`config.mk`:
```
export PLATFORM = sky130hd
export DESIGN_NAME = mem_port_arbiter_flat
export DESIGN_NICKNAME = d
export VERILOG_FILES = /design/src/rtl/mem_port_arbiter_if.sv /design/src/rtl/mem_port_arbiter.sv /design/src/flat_wrapper.sv
export SDC_FILE = /design/constraint.sdc
export NUM_CORES = 1
export LEC_CHECK = 0
export CAP_MARGIN = 15
export CORE_MARGIN = 10
export CORE_UTILIZATION = 40
export CTS_CLUSTER_DIAMETER = 120
export CTS_CLUSTER_SIZE = 8
export DETAILED_ROUTE_END_ITERATION = 16
export GPL_ROUTABILITY_DRIVEN = 0
export HOLD_SLACK_MARGIN = 0.06
export PLACE_DENSITY_LB_ADDON = 0.25
export SYNTH_ARGS = -nofsm -noshare
export SYNTH_HDL_FRONTEND = slang
export SYNTH_SLANG_ARGS = --single-unit
```
`constraint.sdc`:
```
create_clock -name clk -period 1.7 [get_ports clk]
set_input_delay 0.34 -clock clk [delete_from_list [all_inputs] [get_ports clk]]
set_output_delay 0.34 -clock clk [all_outputs]
set_load 0.02 [all_outputs]
```
`src/rtl/mem_port_arbiter_if.sv`:
```
// Signal bundle for mem_port_arbiter: fetch port, data port, RAM port and pipeline stalls.
// The slave modport is the arbiter's view; master is the pipeline/RAM environment.
interface mem_port_arbiter_if #(
  parameter int unsigned ADDR_W = 32,
  parameter int unsigned DATA_W = 32
);
  logic              if_req;
  logic [ADDR_W-1:0] if_addr;
  logic [DATA_W-1:0] if_rdata;
  logic              if_ready;

  logic              mem_req;
  logic              mem_we;
  logic [ADDR_W-1:0] mem_addr;
  logic [DATA_W-1:0] mem_wdata;
  logic [DATA_W-1:0] mem_rdata;
  logic              mem_ready;

  logic              ram_en;
  logic              ram_we;
  logic [ADDR_W-1:0] ram_addr;
  logic [DATA_W-1:0] ram_wdata;
  logic [DATA_W-1:0] ram_rdata;

  logic              stall_if;
  logic              stall_mem;

  modport slave (
    input  if_req, if_addr, mem_req, mem_we, mem_addr, mem_wdata, ram_rdata,
    output if_rdata, if_ready, mem_rdata, mem_ready,
    output ram_en, ram_we, ram_addr, ram_wdata, stall_if, stall_mem
  );

  modport master (
    output if_req, if_addr, mem_req, mem_we, mem_addr, mem_wdata, ram_rdata,
    input  if_rdata, if_ready, mem_rdata, mem_ready,
    input  ram_en, ram_we, ram_addr, ram_wdata, stall_if, stall_mem
  );
endinterface

```
`src/rtl/mem_port_arbiter.sv`:
```
// Shares one single-port synchronous RAM between the fetch and data ports of the pipeline,
// one fixed-latency access at a time, data port first.
module mem_port_arbiter #(
  parameter int unsigned ADDR_W  = 32,
  parameter int unsigned DATA_W  = 32,
  parameter int unsigned MEM_LAT = 2
) (
  input logic               clk,
  input logic               rst_n,
  mem_port_arbiter_if.slave bus
);

  if (MEM_LAT < 1 || MEM_LAT > 15) begin : gen_lat_check
    $fatal(1, "mem_port_arbiter: MEM_LAT=%0d outside 1..15", MEM_LAT);
  end

  typedef enum logic [1:0] {StIdle, StBusyIf, StBusyMem} state_e;

  localparam logic [3:0] LatInit = 4'(MEM_LAT);

  state_e            state_q;
  logic [3:0]        cnt_q;
  logic              ram_en_q;
  logic              ram_we_q;
  logic [ADDR_W-1:0] ram_addr_q;
  logic [DATA_W-1:0] ram_wdata_q;
  logic              if_ready_q;
  logic              mem_ready_q;
  logic [DATA_W-1:0] if_rdata_q;
  logic [DATA_W-1:0] mem_rdata_q;

  logic if_elig;
  logic mem_elig;

  // A request still high in its own ready cycle is the one just served, not a new one.
  assign if_elig  = bus.if_req & ~if_ready_q;
  assign mem_elig = bus.mem_req & ~mem_ready_q;

  always_ff @(posedge clk) begin
    if (!rst_n) begin
      state_q     <= StIdle;
      cnt_q       <= '0;
      ram_en_q    <= 1'b0;
      ram_we_q    <= 1'b0;
      ram_addr_q  <= '0;
      ram_wdata_q <= '0;
      if_ready_q  <= 1'b0;
      mem_ready_q <= 1'b0;
      if_rdata_q  <= '0;
      mem_rdata_q <= '0;
    end else begin
      ram_en_q    <= 1'b0;
      ram_we_q    <= 1'b0;
      if_ready_q  <= 1'b0;
      mem_ready_q <= 1'b0;
      unique case (state_q)
        StIdle: begin
          if (mem_elig) begin
            state_q     <= StBusyMem;
            cnt_q       <= LatInit;
            ram_en_q    <= 1'b1;
            ram_we_q    <= bus.mem_we;
            ram_addr_q  <= bus.mem_addr;
            ram_wdata_q <= bus.mem_wdata;
          end else if (if_elig) begin
            state_q    <= StBusyIf;
            cnt_q      <= LatInit;
            ram_en_q   <= 1'b1;
            ram_addr_q <= bus.if_addr;
          end
        end
        StBusyIf: begin
          if (cnt_q == '0) begin
            if_rdata_q <= bus.ram_rdata;
            if_ready_q <= 1'b1;
            state_q    <= StIdle;
          end else begin
            cnt_q <= cnt_q - 4'd1;
          end
        end
        StBusyMem: begin
          if (cnt_q == '0) begin
            mem_rdata_q <= bus.ram_rdata;
            mem_ready_q <= 1'b1;
            state_q     <= StIdle;
          end else begin
            cnt_q <= cnt_q - 4'd1;
          end
        end
        default: state_q <= StIdle;
      endcase
    end
  end

  assign bus.ram_en    = ram_en_q;
  assign bus.ram_we    = ram_we_q;
  assign bus.ram_addr  = ram_addr_q;
  assign bus.ram_wdata = ram_wdata_q;
  assign bus.if_rdata  = if_rdata_q;
  assign bus.if_ready  = if_ready_q;
  assign bus.mem_rdata = mem_rdata_q;
  assign bus.mem_ready = mem_ready_q;
  assign bus.stall_if  = bus.if_req & ~if_ready_q;
  assign bus.stall_mem = bus.mem_req & ~mem_ready_q;

endmodule

```
`src/flat_wrapper.sv`:
```
// flat-port wrapper written by rule: the top's interface ports become plain ports
module mem_port_arbiter_flat 
#(
  parameter int unsigned ADDR_W  = 32,
  parameter int unsigned DATA_W  = 32,
  parameter int unsigned MEM_LAT = 2
)
  (clk, rst_n, bus_if_req, bus_if_addr, bus_mem_req, bus_mem_we, bus_mem_addr, bus_mem_wdata, bus_ram_rdata, bus_if_rdata, bus_if_ready, bus_mem_rdata, bus_mem_ready, bus_ram_en, bus_ram_we, bus_ram_addr, bus_ram_wdata, bus_stall_if, bus_stall_mem);
  mem_port_arbiter_if #(.ADDR_W(ADDR_W), .DATA_W(DATA_W)) bus_i ();
  input logic clk;
  input logic rst_n;
  input wire logic [$bits(bus_i.if_req)-1:0] bus_if_req;
  input wire logic [$bits(bus_i.if_addr)-1:0] bus_if_addr;
  input wire logic [$bits(bus_i.mem_req)-1:0] bus_mem_req;
  input wire logic [$bits(bus_i.mem_we)-1:0] bus_mem_we;
  input wire logic [$bits(bus_i.mem_addr)-1:0] bus_mem_addr;
  input wire logic [$bits(bus_i.mem_wdata)-1:0] bus_mem_wdata;
  input wire logic [$bits(bus_i.ram_rdata)-1:0] bus_ram_rdata;
  output wire logic [$bits(bus_i.if_rdata)-1:0] bus_if_rdata;
  output wire logic [$bits(bus_i.if_ready)-1:0] bus_if_ready;
  output wire logic [$bits(bus_i.mem_rdata)-1:0] bus_mem_rdata;
  output wire logic [$bits(bus_i.mem_ready)-1:0] bus_mem_ready;
  output wire logic [$bits(bus_i.ram_en)-1:0] bus_ram_en;
  output wire logic [$bits(bus_i.ram_we)-1:0] bus_ram_we;
  output wire logic [$bits(bus_i.ram_addr)-1:0] bus_ram_addr;
  output wire logic [$bits(bus_i.ram_wdata)-1:0] bus_ram_wdata;
  output wire logic [$bits(bus_i.stall_if)-1:0] bus_stall_if;
  output wire logic [$bits(bus_i.stall_mem)-1:0] bus_stall_mem;
  assign bus_i.if_req = bus_if_req;
  assign bus_i.if_addr = bus_if_addr;
  assign bus_i.mem_req = bus_mem_req;
  assign bus_i.mem_we = bus_mem_we;
  assign bus_i.mem_addr = bus_mem_addr;
  assign bus_i.mem_wdata = bus_mem_wdata;
  assign bus_i.ram_rdata = bus_ram_rdata;
  assign bus_if_rdata = bus_i.if_rdata;
  assign bus_if_ready = bus_i.if_ready;
  assign bus_mem_rdata = bus_i.mem_rdata;
  assign bus_mem_ready = bus_i.mem_ready;
  assign bus_ram_en = bus_i.ram_en;
  assign bus_ram_we = bus_i.ram_we;
  assign bus_ram_addr = bus_i.ram_addr;
  assign bus_ram_wdata = bus_i.ram_wdata;
  assign bus_stall_if = bus_i.stall_if;
  assign bus_stall_mem = bus_i.stall_mem;
  mem_port_arbiter #(.ADDR_W(ADDR_W), .DATA_W(DATA_W), .MEM_LAT(MEM_LAT)) u_core (.clk(clk), .rst_n(rst_n), .bus(bus_i));
endmodule
```
### Word level (Yosys, flattened, before mapping)

Index checks and enable logic that the tools add are counted.

| storage, ports and cells | value |
|---|---|
| bits in registers | 138 |
| input port bits | 133 |
| output and inout port bits | 134 |
| word-level logic and storage cells | 48 |

| cells by class | value |
|---|---|
| add/subtract/negate cells | 1 |
| eq/ne operators | 5 |
| muxes and demuxes | 13 |
| bitwise logic cells | 4 |
| reduce and logical (&&, ||, !) cells | 15 |

Operator list:

| kind | number |
|---|---|
| two-way mux 32 bit | 2 |
| AND reduction 2 bit | 8 |
| two-way mux 4 bit | 3 |
| one-hot mux 4 bit (2 select lines) | 1 |
| two-way mux 2 bit | 3 |
| AND reduction 3 bit | 2 |
| zero test 4 bit | 1 |
| one-hot mux 2 bit (2 select lines) | 1 |
| nonzero test 2 bit | 2 |
| subtractor 4 x 1 -> 4 bit (second input constant) | 1 |
| two-way mux 1 bit | 3 |
| inequality test 3 bit (second input constant) | 1 |
| bitwise AND 1 bit | 2 |
| == test 2 x 1 -> 1 bit (second input constant) | 1 |
| == test 2 bit (second input constant) | 1 |
| zero test 2 bit | 1 |
| inequality test 2 x 1 -> 1 bit (second input constant) | 1 |
| inequality test 2 bit (second input constant) | 1 |
| inverter 1 bit | 2 |
| OR reduction 2 bit | 1 |

### Longest topological paths before layout

Gate-level depths: netlist (run 1).

| depth | value |
|---|---|
| word-level depth | 5 |
| mapped depth | 8 |

### Least setup slack after synthesis (run 1)

OpenSTA, ideal clock, no wires.

| path | value |
|---|---|
| path kind | reg-to-reg |
| start point | register u_core.cnt_q[0] |
| end point | register u_core.mem_rdata_q[23] (netlist: u_core.bus.mem_rdata[23]) |
| setup time | 0.070 ns |
| arrival | 1.383 ns |
| data required time | 1.630 ns |
| path slack | 0.247 ns |
| cell stages (with the launch flop) | 8 |
| path buffers | 1 |
| clock period less this slack | 1.453 ns |
| cell sequence | dfxtp_1 > inv_1 > ha_1 > nor3b_2 > nand2_1 > clkbuf_1 > nand2_1 > a21oi_1 |

| on the way | value |
|---|---|
| word-level cells in the longest chain between the ends | 2 |

RTL lines:

| item | RTL line | source |
|---|---|---|
| start, declared | mem_port_arbiter.sv:22 | `logic [3:0] cnt_q;` |
| start signal, assigned | mem_port_arbiter.sv:60 | `cnt_q <= LatInit;` |
| start signal, assigned | mem_port_arbiter.sv:67 | `cnt_q <= LatInit;` |
| start signal, assigned | mem_port_arbiter.sv:78 | `cnt_q <= cnt_q - 4'd1;` |
| zero test 4 bit | mem_port_arbiter.sv:82 | `if (cnt_q == '0) begin` |
| AND reduction 2 bit (no line) | n/a |  |
| end signal, assigned | mem_port_arbiter.sv:83 | `mem_rdata_q <= bus.ram_rdata;` |
| end, declared | mem_port_arbiter.sv:30 | `logic [DATA_W-1:0] mem_rdata_q;` |

No other way between the ends.
A chain may end at the register's enable or synchronous reset.

### Worst setup path after layout (run 1)

| path | value |
|---|---|
| start point | input port bus_if_req |
| end point | output port bus_stall_if |

| on the way | value |
|---|---|
| word-level cells in the longest chain between the ends | 1 |

RTL lines:

| item | RTL line | source |
|---|---|---|
| start, declared | flat_wrapper.sv:12 | `input wire logic [$bits(bus_i.if_req)-1:0] bus_if_req;` |
| bitwise AND 1 bit | mem_port_arbiter.sv:103 | `assign bus.stall_if = bus.if_req & ~if_ready_q;` |
| end, declared | flat_wrapper.sv:27 | `output wire logic [$bits(bus_i.stall_if)-1:0] bus_stall_if;` |

No other way between the ends.

==> results of run 1 <==
==> timing repair <==
| item | in CTS | in global routing |
|---|---|---|
| endpoints found under the hold margin | 0 | 0 |
| cloned | 0 | 3 |
| endpoints found under the setup margin | 130 | 85 |
| pin swaps | 0 | 1 |
| resized for setup | 130 | 14 |
==> per-stage QoR <==
step | hold WS, ps | TNS (ps)
after floorplan | 461.7 | 0
after global placement | 440.4 | -9053
after detailed placement | 445.8 | -11270
after CTS | 451.1 | 0
after global routing | 468.3 | -36.37
final | 448.9 | 0
==> layer usage <==
metal / global-route usage, % / wire length [um]
met1: 20.91 / 7496
met2: 30.75 / 9028
met3: 7.418 / 1461
met4: 8.254 / 503
met5: 0 / 0
==> Yosys cell counts, types with 2 or more instances <==
| cell type | number | area share [%] |
|---|---|---|
| buf_1 | 2 | 0.14 |
| nor3_1 | 2 | 0.19 |
| inv_1 | 6 | 0.42 |
| a311oi_1 | 13 | 2.1 |
| buf_2 | 9 | 0.84 |
| a21oi_1 | 99 | 9.2 |
| buf_4 | 5 | 0.70 |
| clkbuf_1 | 23 | 1.6 |
| ha_1 | 5 | 1.2 |
| o21ai_0 | 2 | 0.19 |
| inv_2 | 2 | 0.14 |
| buf_6 | 10 | 2.1 |
| nand3_1 | 2 | 0.19 |
| dfxtp_1 | 138 | 52 |
| a32o_1 | 2 | 0.37 |
| and2_1 | 4 | 0.47 |
| a311oi_2 | 21 | 5.9 |
| nor2_1 | 34 | 2.4 |
| nand2b_1 | 2 | 0.23 |
| nand2_1 | 262 | 18 |
==> worst min-delay path by stage <==
stage / start / to / slack, ps / cells past startpoint
floorplan: rst_n / u_core.bus.ram_en / 460 / 1
global placement: u_core.bus.if_rdata[30] / u_core.bus.if_rdata[30] / 440 / 2
detailed placement: u_core.bus.if_rdata[14] / u_core.bus.if_rdata[14] / 450 / 2
CTS: u_core.bus.mem_rdata[29] / u_core.bus.mem_rdata[29] / 450 / 2
global route: u_core.bus.mem_rdata[16] / u_core.bus.mem_rdata[16] / 470 / 2
finish: u_core.bus.mem_rdata[29] / u_core.bus.mem_rdata[29] / 450 / 2
==> worst reg2reg max path: stages, from the launching register on <==
cell       delay, ps
dfxtp_1          320
inv_1            140
ha_4             170
nor3b_4          260
and2_4           240
clkbuf_16        190
nand2_1           70
a21oi_1          120
==> final cells by class <==
cell class	count	area (um2)
clock inverter	13	192.7
tap	176	220.2
clock buffer	19	452.9
inverter	8	32.53
fill	1135	4303
sequential	138	2763
timing repair buffer	292	2914
multi-input combinational	459	2312
==> state kept, by name, indices dropped and copies added (netlist names) <==
signal,count
u_core.bus.if_rdata,32
u_core.bus.if_ready,1
u_core.bus.mem_rdata,32
u_core.bus.mem_ready,1
u_core.bus.ram_addr,32
u_core.bus.ram_en,1
u_core.bus.ram_wdata,32
u_core.bus.ram_we,1
u_core.cnt_q,4
u_core.state_q,2
==> kinds of logic (layout without fill, tap and decap cells) <==
logic type | after synthesis | in the layout
fa+ha+maj | 5 | 5
buf+inv | 57 | 332
simple gates | 311 | 311
compound gates | 143 | 143
flops | 138 | 138
==> power by group through the flow <==
stage               logic [mW]  clock network (mW)  registers, mW
floorplan                 1.48                   0           4.52
global placement          3.61                   0           3.98
detailed placement        3.66                   0           3.99
CTS                       3.38                4.03           3.91
global route              3.79                4.18           3.96
finish                    3.50                3.96           3.91
==> results.cfg, run 1 <==
[critical_path]
startpoint_type = input port
r2r_slack_ps = 130
critPathKind = in -> out
critPathMaxStageDelay_ps = 460
crit_fanout = 2
crit_buf_inv = 3
critPathTopFamily = buffers and inverters
arrival_ps = 1310
critPathRequiredTime_ps = 1360
end_kind = output port
path_cells = clkdlybuf4s50_1 -> nand2b_1 -> inv_1 -> clkdlybuf4s15_1
slowest_stage = clkdlybuf4s50_1
crit_start = bus_if_req
crit_end = bus_stall_if
rr_worst_depth = 7
r2r_end = u_core.bus.mem_rdata[23]
r2r-start = u_core.cnt_q[0]
cp.depth = 4

[floorplanning]
row_count = 42
core_area_mm2 = 0.01319
die_width_um = 135.8
ios = 267
die_y_um = 135.8
initial_core_util_pct = 40.64
fp.dieArea_mm2 = 0.01843

[grt]
grt_pass1_wl_um = 27320
gr-usage-all-layers_pct = 18.69
grt_max_degree = 51
antenna_found_initial = 0
grt.overflow.total = 0
grt_pass1_vias = 5186

[timing]
final_max_slew_viol_count = 0
clock.fmax_mhz = 605.4
fin_crit_sh_pct = 97.16
finalHoldViolations = 0
tightestPinTransition_ps = 390.8
finalClockSkew_ps = 6.214
worst_slack_ps = 48.28
setup_viol = 0
min_period_ps = 1652
slew_headroom_pct = 73.95

[clock_tree]
cts.sinks = 138
clockBufferDepth = 2
post_cts_buffers = 0
cts_root_buf = clkbuf_16
cts_max_level = 4
clk_pin_slew_worst_paths_ps = 60
ctsHoldBuffers = 0
cts_buffers = 17
cts_tree = built
clk-insertion-delay-late_ps = 410

[detailed_routing]
wl_um = 18490
drt_iter0_drc = 221
route.detailed.drc = 0
antenna_left = 0
viasPerCell = 4.865
avgRoutedWirePerCell_um = 16.73
drt_pre_antenna_iters = 4
vias = 5376

[power_and_ir_drop]
p_switching_mw = 3.631
power_mw = 11.37
irDropWorstVdd_mv = 0.6400
swShare_pct = 31.92
p_per_area_mw_per_mm2 = 1280
p_clk_share_pct = 34.8
power_frac_seq_pct = 34.4
p_leak_nw = 3.934
power_frac_comb_pct = 30.8
p_int_mw = 7.744

[synthesis]
ys_warn_count = 0
ys_seq_area_share_pct = 51.54
ys_ff_latch = 138
yosysUniqueCellTypes = 31
synth.cell_area_mm2 = 0.005360
synth_top_family_by_area = simple AND/OR/NAND/NOR gates
synth_ff_type = dfxtp_1
synth-edff-count = 0
synthArstFlopShare_pct = 0
yosys.area_share.simple_pct = 22.64
yosys-mux-area-fraction_pct = 0
synth_cells = 654
synth_compound_area_share_pct = 18.70
synth_area_per_cell_um2 = 8.196
synthAdderAreaFrac_pct = 1.167
synth_xor_area_share_pct = 0
syn-num-nets = 792

[placed_design]
port_buffers = 266
hpwlAfterDp_um = 13180
post-place-cells = 1070
pre_cts_ws_ps = -265.6
postPlaceCellArea_mm2 = 0.008287

[finish]
layout-drive-gt1-share_pct = 9.365
final_core_util_pct = 67.38
stdcell_count = 1105
fin_nets = 1054
mostFrequentLayoutCell = nand2_1
syn_to_final_growth_pct = 65.80
layout_common_cells = 262 x nand2_1, 138 x dfxtp_1, 132 x clkdlybuf4s50_1, 128 x dlygate4sd2_1, 99 x a21oi_1
antenna_cells = 0
fin_area_mm2 = 0.008887

[min_path]
hp-class = reg -> reg

[job]
drv_cap = 0

[run_status]
outcome = complete, no violations
Note: power is estimated with default switching activity, not from simulation.
==> run 2: changes to the inputs <==
--- a/config.mk
+++ b/config.mk
@@ -13,7 +13,8 @@
 export DETAILED_ROUTE_END_ITERATION = 16
 export GPL_ROUTABILITY_DRIVEN = 0
 export HOLD_SLACK_MARGIN = 0.06
-export PLACE_DENSITY_LB_ADDON = 0.25
+export PLACE_DENSITY = 0.88
+export SKIP_CTS_REPAIR_TIMING = 1
 export SYNTH_ARGS = -nofsm -noshare
 export SYNTH_HDL_FRONTEND = slang
 export SYNTH_SLANG_ARGS = --single-unit
==> constraint.sdc (replaced) <==
create_clock -name clk -period 1.7 [get_ports clk]
set_input_delay 0.255 -clock clk [delete_from_list [all_inputs] [get_ports clk]]
set_output_delay 0.255 -clock clk [all_outputs]
set_load 0.02 [all_outputs]
==> results.cfg, run 2 (same netlist as run 1, synthesis figures left out) <==
[run_status]
outcome = complete, no violations

[finish]
fin_area_mm2 = 0.009151
syn_to_final_growth_pct = 70.73
layout_common_cells = 262 x nand2_1, 260 x clkdlybuf4s50_1, 138 x dfxtp_1, 99 x a21oi_1, 34 x nor2_1
fin_nets = 1067
antenna_cells = 0
mostFrequentLayoutCell = nand2_1
layout-drive-gt1-share_pct = 10.72
stdcell_count = 1118

[timing]
fin_crit_sh_pct = 97.19
final_max_slew_viol_count = 0
min_period_ps = 1652
clock.fmax_mhz = 605.2
slew_headroom_pct = 77.14
setup_viol = 0
tightestPinTransition_ps = 341.3
finalClockSkew_ps = 6.711
finalHoldViolations = 0

[critical_path]
crit_end = bus_ram_addr[19]
critPathRequiredTime_ps = 1440
rr_worst_depth = 7
path_cells = clkdlybuf4s50_1
arrival_ps = 1400
slowest_stage = clkdlybuf4s50_1
r2r-start = u_core.state_q[1]
critPathTopFamily = buffers and inverters
end_kind = output port
cp.depth = 1
critPathMaxStageDelay_ps = 640
r2r_slack_ps = 90
crit_buf_inv = 1
crit_fanout = 2
startpoint_type = register
critPathKind = reg -> out
crit_start = u_core.bus.ram_addr[19]
r2r_end = u_core.bus.ram_addr[8]

[placed_design]
post-place-cells = 1081
postPlaceCellArea_mm2 = 0.008344
hpwlAfterDp_um = 13720
port_buffers = 266

[detailed_routing]
antenna_left = 0
avgRoutedWirePerCell_um = 17.30
vias = 5532
drt_pre_antenna_iters = 4
drt_iter0_drc = 340
wl_um = 19340
route.detailed.drc = 0
viasPerCell = 4.948

[power_and_ir_drop]
p_per_area_mw_per_mm2 = 1311
irDropWorstVdd_mv = 0.7884
p_leak_nw = 3.468

[clock_tree]
clk-insertion-delay-late_ps = 410
cts_root_buf = clkbuf_16
cts_max_level = 4
clk_pin_slew_worst_paths_ps = 60
clockBufferDepth = 2
cts.sinks = 138
cts_tree = built
cts_buffers = 17

[grt]
grt_pass1_wl_um = 28300
grt.overflow.total = 0
gr-usage-all-layers_pct = 19.34
antenna_found_initial = 0
grt_max_degree = 58
grt_pass1_vias = 5216

[min_path]
hp-class = in -> reg
whs_path_depth = 3

[floorplanning]
initial_core_util_pct = 40.64
die_y_um = 135.8
ios = 267
row_count = 42
die_width_um = 135.8
fp.dieArea_mm2 = 0.01843
core_area_mm2 = 0.01319

[job]
drv_cap = 0
run 2: cell types whose count changed in the layout (fill, tap and decap cells not counted), moves of 2 or more:
cell and delta:
buf_12 -2, clkinv_4 -2, clkdlybuf4s15_1 -2, clkdlybuf4s50_1 +128, clkinvlp_4 +2, dlygate4sd2_1 -128, buf_4 +16, dlymetal6s2s_1 +2
run 2: final cells by class:
cell class              count  area [um2]
repair buffers            305        3148
fillers                  1018        4039
clock buffers              18       439.2
multi-input cells         459        2328
clock inverters            14       220.2
inverters                   8       32.53
flip-flops and latches    138        2763
well taps                 176       220.2
run 2: report_power, final:
| part | switching [mW] | internal (mW) | total, mW |
|---|---|---|---|
| Clock | 1.44 | 2.65 | 4.09 |
| Combinational | 2.08 | 1.89 | 3.97 |
| Sequential | 0.236 | 3.70 | 3.93 |
| Total | 3.75 | 8.24 | 12.0 |
run 2: tightest hold or removal path: stages:
cell and delay (ps):
clkdlybuf4s50_1 390, nand2_1 50, a21oi_1 50
run 2: worst min-delay path by stage:
stage                             start                       end  slack (ps)
2_1_floorplan                     rst_n         u_core.bus.ram_en         380
3_3_place_gp   u_core.bus.ram_wdata[31]  u_core.bus.ram_wdata[31]         440
3_5_place_dp    u_core.bus.if_rdata[13]   u_core.bus.if_rdata[13]         450
4_1_cts               bus_mem_wdata[13]  u_core.bus.ram_wdata[13]         380
5_1_grt               bus_mem_wdata[31]  u_core.bus.ram_wdata[31]         380
6_report              bus_mem_wdata[31]  u_core.bus.ram_wdata[31]         390
run 2: stage by stage:
step                hold slack (ps)  setup TNS (ps)  power [mW]  util, %  setup WS [ps]
floorplan                     376.7               0       5.991        -          246.7
global placement              440.5           -4741       7.657    63.26         -136.7
detailed placement            445.8           -6641       7.754    63.26         -198.6
CTS                           375.7          -396.7       11.85    68.26         -213.3
global route                  379.1         -0.1723       12.50    69.38        -0.1723
finish                        389.2               0       11.99    69.38          47.79
run 2: per-layer routing:
layer | GRT usage (%) | routed length, um | up-vias
met3 | 5.490 | 1289 | 32
met2 | 34.13 | 10200 | 193
met5 | 0 | 0 | -
met1 | 21.30 | 7435 | 2593
li1 | - | - | 2714
met4 | 7.835 | 413 | 0
